==> src/rtl/dbus_arbiter_pkg.sv <==
// rtl/dbus_arbiter_pkg.sv - shared state encoding and master indices for the register bus arbiter
package dbus_arbiter_pkg;

    typedef enum logic [1:0] {
        ST_IDLE   = 2'd0,
        ST_SETUP  = 2'd1,
        ST_ACCESS = 2'd2,
        ST_DONE   = 2'd3
    } state_t;

    localparam logic M0 = 1'b0;
    localparam logic M1 = 1'b1;

    function automatic logic other_master(input logic m);
        return ~m;
    endfunction

endpackage

==> src/rtl/dbus_rr_arbiter.sv <==
// rtl/dbus_rr_arbiter.sv - combinational two-way round-robin pick
module dbus_rr_arbiter
    import dbus_arbiter_pkg::*;
(
    input  logic [1:0] i_req,
    input  logic       i_ptr,
    output logic       o_winner,
    output logic       o_valid
);

    // The pointer only matters on contention; a lone requester always wins.
    always_comb begin
        o_valid  = |i_req;
        o_winner = M0;
        if (i_req[M0] && i_req[M1]) begin
            o_winner = i_ptr;
        end else if (i_req[M1]) begin
            o_winner = M1;
        end
    end

endmodule

==> src/rtl/dbus_arbiter.sv <==
// rtl/dbus_arbiter.sv - two-master register data bus arbiter, setup/access/done bus cycle
module dbus_arbiter
    import dbus_arbiter_pkg::*;
#(
    parameter int DATA_WIDTH = 8,
    parameter int ADDR_WIDTH = 8
) (
    input  logic                  Clk,
    input  logic                  Rst_n,
    input  logic                  M0_Req,
    input  logic                  M0_Wr,
    input  logic [ADDR_WIDTH-1:0] M0_Addr,
    input  logic [DATA_WIDTH-1:0] M0_Wdata,
    output logic [DATA_WIDTH-1:0] M0_Rdata,
    output logic                  M0_Ack,
    input  logic                  M1_Req,
    input  logic                  M1_Wr,
    input  logic [ADDR_WIDTH-1:0] M1_Addr,
    input  logic [DATA_WIDTH-1:0] M1_Wdata,
    output logic [DATA_WIDTH-1:0] M1_Rdata,
    output logic                  M1_Ack,
    output logic [ADDR_WIDTH-1:0] Addr,
    output logic [DATA_WIDTH-1:0] Dout,
    input  logic [DATA_WIDTH-1:0] Din,
    output logic                  Wr,
    output logic                  Grant,
    output logic                  Busy
);

    state_t                r_state;
    logic                  r_ptr;
    logic                  r_txn_wr;
    logic                  r_grant;
    logic                  r_busy;
    logic                  r_wr;
    logic [ADDR_WIDTH-1:0] r_addr;
    logic [DATA_WIDTH-1:0] r_dout;
    logic                  r_ack0;
    logic                  r_ack1;
    logic [DATA_WIDTH-1:0] r_rdata0;
    logic [DATA_WIDTH-1:0] r_rdata1;

    logic                  w_winner;
    logic                  w_valid;
    logic                  w_win_wr;
    logic [ADDR_WIDTH-1:0] w_win_addr;
    logic [DATA_WIDTH-1:0] w_win_wdata;

    dbus_rr_arbiter u_rr (
        .i_req    ({M1_Req, M0_Req}),
        .i_ptr    (r_ptr),
        .o_winner (w_winner),
        .o_valid  (w_valid)
    );

    assign w_win_wr    = (w_winner == M1) ? M1_Wr    : M0_Wr;
    assign w_win_addr  = (w_winner == M1) ? M1_Addr  : M0_Addr;
    assign w_win_wdata = (w_winner == M1) ? M1_Wdata : M0_Wdata;

    // Address and data are driven from the grant edge so they are stable
    // for a full cycle before the single Wr strobe in ACCESS.
    always_ff @(posedge Clk or negedge Rst_n) begin
        if (!Rst_n) begin
            r_state  <= ST_IDLE;
            r_ptr    <= M0;
            r_txn_wr <= 1'b0;
            r_grant  <= M0;
            r_busy   <= 1'b0;
            r_wr     <= 1'b0;
            r_addr   <= '0;
            r_dout   <= '0;
            r_ack0   <= 1'b0;
            r_ack1   <= 1'b0;
            r_rdata0 <= '0;
            r_rdata1 <= '0;
        end else begin
            case (r_state)
                ST_IDLE: begin
                    r_ack0 <= 1'b0;
                    r_ack1 <= 1'b0;
                    r_wr   <= 1'b0;
                    if (w_valid) begin
                        r_grant  <= w_winner;
                        r_busy   <= 1'b1;
                        r_txn_wr <= w_win_wr;
                        r_addr   <= w_win_addr;
                        r_dout   <= w_win_wr ? w_win_wdata : '0;
                        r_state  <= ST_SETUP;
                    end
                end
                ST_SETUP: begin
                    r_wr    <= r_txn_wr;
                    r_state <= ST_ACCESS;
                end
                ST_ACCESS: begin
                    r_wr   <= 1'b0;
                    r_addr <= '0;
                    r_dout <= '0;
                    if (r_grant == M1) begin
                        r_ack1 <= 1'b1;
                        if (!r_txn_wr) begin
                            r_rdata1 <= Din;
                        end
                    end else begin
                        r_ack0 <= 1'b1;
                        if (!r_txn_wr) begin
                            r_rdata0 <= Din;
                        end
                    end
                    r_state <= ST_DONE;
                end
                ST_DONE: begin
                    r_ack0  <= 1'b0;
                    r_ack1  <= 1'b0;
                    r_busy  <= 1'b0;
                    r_ptr   <= other_master(r_grant);
                    r_state <= ST_IDLE;
                end
                default: begin
                    r_state <= ST_IDLE;
                end
            endcase
        end
    end

    assign Addr     = r_addr;
    assign Dout     = r_dout;
    assign Wr       = r_wr;
    assign Grant    = r_grant;
    assign Busy     = r_busy;
    assign M0_Ack   = r_ack0;
    assign M1_Ack   = r_ack1;
    assign M0_Rdata = r_rdata0;
    assign M1_Rdata = r_rdata1;

endmodule
==> config.mk <==
export PLATFORM = sky130hd
export DESIGN_NAME = dbus_arbiter
export DESIGN_NICKNAME = d
export VERILOG_FILES = /design/src/rtl/dbus_arbiter_pkg.sv /design/src/rtl/dbus_rr_arbiter.sv /design/src/rtl/dbus_arbiter.sv
export SDC_FILE = /design/constraint.sdc
export NUM_CORES = 1
export LEC_CHECK = 0
export ABC_AREA = 1
export CORE_MARGIN = 4
export CORE_UTILIZATION = 42
export DETAILED_ROUTE_END_ITERATION = 16
export GPL_ROUTABILITY_DRIVEN = 0
export PLACE_DENSITY = 0.77
export RECOVER_POWER = 25
export SYNTH_ARGS = -nofsm -noshare
export SYNTH_HDL_FRONTEND = slang
export SYNTH_HIERARCHICAL = 1
export SYNTH_SLANG_ARGS = --single-unit
==> constraint.sdc <==
create_clock -name Clk -period 1.6 [get_ports Clk]
set_input_delay 0.32 -clock Clk [delete_from_list [all_inputs] [get_ports Clk]]
set_output_delay 0.32 -clock Clk [all_outputs]
set_load 0.01 [all_outputs]
==> impl_metrics.json <==
{
  "ctsHtreeMaxLevel": 2,
  "track_usage_pct": 18.0,
  "critPathMaxFanout": 2,
  "syn_to_final_growth_pct": 53.2,
  "yosysSeqAreaShare_pct": 52.0,
  "rsz0062_at_grt": "true",
  "io_pins": 83,
  "stdcell_count": 371,
  "path_clk_slew_ns": 0.09,
  "fp.dieW_um": 76.5,
  "setup-tns-final_ns": 0,
  "synth_fp_nets": 275,
  "p_per_area_nw_per_um2": 1680,
  "fin_area_sq_um": 3020,
  "critPathKind": "register to output pin",
  "place_ws_ns": -0.177,
  "drt-total-wl_um": 5040,
  "clkSinkCount": 41,
  "clock-root-buffer": "clkbuf_8",
  "syn_area_sq_um": 1970,
  "drt_iter0_drc": 82,
  "grt_pass1_wl_um": 8600,
  "internal_power_mw": 3.19,
  "ant_nets": 0,
  "p_switching_mw": 1.88,
  "swShare_pct": 37.1,
  "ys_ff_latch": 41,
  "crit_required_ns": 1.28,
  "post_cts_buffers": 0,
  "pwr-share-clk_pct": 16.8,
  "crit_family": "buffers and inverters",
  "final_hold_viol_count": 0,
  "drive_gt1_share_pct": 14.4,
  "routedWlPerCell_um": 13.6,
  "timing.final.crit_share_pct": 96.0,
  "critPathBufInv": 1,
  "holdWs_ns": 0.487,
  "status": "finished, final reports clean",
  "fin_crit_ns": 1.54,
  "drv_slew": 0,
  "grt_pass1_vias": 1819,
  "drt_pass1_iterations": 4,
  "drc": 0,
  "clockBufferDepth": 2,
  "die_area_sq_um": 5860,
  "fillers": 364,
  "hpwl_um": 3760,
  "cts_buffers": 5,
  "ff2ff_path_depth": 6,
  "clock_insertion_delay_worst_skew_ns": 0.30,
  "dr_total_vias": 1813,
  "seq_power_share_pct": 33.8,
  "diodes": 0,
  "cp.arrival_ns": 1.22,
  "path_cells": "clkdlybuf4s50_1",
  "yosysWarnings": 6,
  "grt_antenna_before_repair": 0,
  "r2r-start": "r_state[0]",
  "drv_cap": 0,
  "grt_max_degree": 25,
  "worst_slack_ns": 0.0643,
  "num-nets-final": 370,
  "cp_slowest_cell": "clkdlybuf4s50_1",
  "ys_types": 23,
  "critPathMaxStageDelay_ns": 0.54,
  "core_area_sq_um": 4440,
  "tightest_slew_ns": 0.533,
  "seq_area_sq_um": 1030,
  "overflow": 0,
  "crit_path_end_kind": "output pin",
  "timing.reg2reg.setup_slack_ns": 0.11,
  "cp-startpoint": "M0_Rdata[5]",
  "synth_area_per_cell_sq_um": 8.84,
  "worstReg2RegEnd": "Dout[0]",
  "multiInputGateArea_sq_um": 823,
  "via_per_inst": 4.89,
  "die_height_um": 76.5,
  "worstHoldPathType": "input port to asynchronous set/reset pin",
  "combinationalPowerShare_pct": 49.4,
  "power_mw": 5.07,
  "finalSetupViolCount": 0,
  "p_leak_nw": 1.46,
  "synth_cells": 223,
  "fin_util_pct": 68.0,
  "initial_utilization_pct": 44.4,
  "dpl_cell_area_sq_um": 2890,
  "ir_drop_v": 0.00108,
  "cts_tree": "done",
  "portBuffers": 82,
  "start_kind": "register",
  "rows": 24,
  "timing.fmax_mhz": 651,
  "dp_cells": 362,
  "skew_ns": 0.00573,
  "maxSlewHeadroom_pct": 64.5
}
-- routing by layer --
layer / track usage [%] / vias to the layer above / wire, um
met5: 0 / - / 0
met4: 3.99 / 0 / 47
met3: 6.38 / 6 / 416
met2: 29.8 / 71 / 2300
met1: 22.7 / 829 / 2270
li1: - / 907 / -
-- state kept, by name (all words and copies together), names as in the netlist --
register,count
M1_Rdata,8
M0_Rdata,8
r_ptr,1
M0_Ack,1
Wr,1
r_state,2
Dout,8
r_txn_wr,1
Grant,1
Addr,8
M1_Ack,1
Busy,1
-- cells in the mapped netlist, drive strengths merged --
master | instances | area (sq um)
or2 | 9 | 56.3
o21ai | 27 | 165
o31ai | 1 | 7.51
o211ai | 8 | 60.1
o22ai | 2 | 12.5
dfrtp | 41 | 1030
a21oi | 3 | 15.0
buf | 7 | 65.1
inv | 20 | 75.1
nor2 | 5 | 28.8
ha | 6 | 75.1
nand3 | 18 | 90.1
nand2 | 76 | 295
-- power groups by stage --
stage / Clock [mW] / Combinational, mW / Sequential, mW
final: 0.852 / 2.50 / 1.71
after global routing: 0.913 / 2.76 / 1.77
after CTS: 0.867 / 2.52 / 1.72
after floorplan: 0 / 1.11 / 1.90
after global placement: 0 / 2.44 / 1.72
after detailed placement: 0 / 2.48 / 1.72
-- cell usage in the layout, fill, tap and decap left out --
master           instances
or2_1                    2
o21ai_0                  8
clkbuf_8                 5
clkinvlp_4               1
or2_2                    6
o211ai_1                 8
buf_2                    1
a21oi_1                  3
inv_1                   17
or2_0                    1
clkdlybuf4s50_1         80
o21ai_2                  8
nand2_2                  3
nor2_1                   3
clkinv_4                 1
o31ai_1                  1
bufinv_16                1
clkbuf_2                 1
o22ai_1                  2
o21ai_1                 11
dfrtp_1                 41
buf_4                   11
dlymetal6s2s_1           1
ha_2                     1
nand3_2                  1
dlygate4sd3_1            1
nand2_1                 72
nor2_4                   2
inv_2                    3
ha_1                     5
nand3_1                 17
nand2_4                  1
-- how the worst max path moves through the flow --
stage / endpoint / slack [ns] / cells past startpoint
2_1_floorplan: M0_Rdata[6] / 0.23 / 8
3_5_place_dp: Addr[5] / -0.18 / 8
6_report: M0_Rdata[5] / 0.06 / 1
5_1_grt: Dout[0] / -0.003 / 6
4_1_cts: M1_Rdata[3] / 0.05 / 1
3_3_place_gp: Addr[5] / -0.14 / 8
-- layout make-up --
cell class / instances / area share, %
Sequential cell: 41 / 34.0
Timing Repair Buffer: 95 / 30.3
Inverter: 20 / 2.49
Tap cell: 52 / 2.15
Multi-Input combinational cell: 155 / 27.3
Clock inverter: 3 / 1.53
Clock buffer: 5 / 2.28
-- cell families (layout without fill, tap and decap cells) --
logic type | Yosys count | count (layout) | synth area share (%)
AND/OR/NAND/NOR | 108 | 108 | 23.9
AO/OA/AOI/OAI | 41 | 41 | 13.2
flip-flops | 41 | 41 | 52.0
buffers and inverters | 27 | 123 | 7.11
adder cells (fa/ha/maj) | 6 | 6 | 3.81
-- what timing repair did --
action / 4_1_cts / 5_1_grt
hold buffers: 1 / 0
setup endpoints to repair: 9 / 11
resized for setup: 2 / 5
hold endpoints to repair: 17 / 0
No activity file was read; power rests on OpenSTA's default activity.
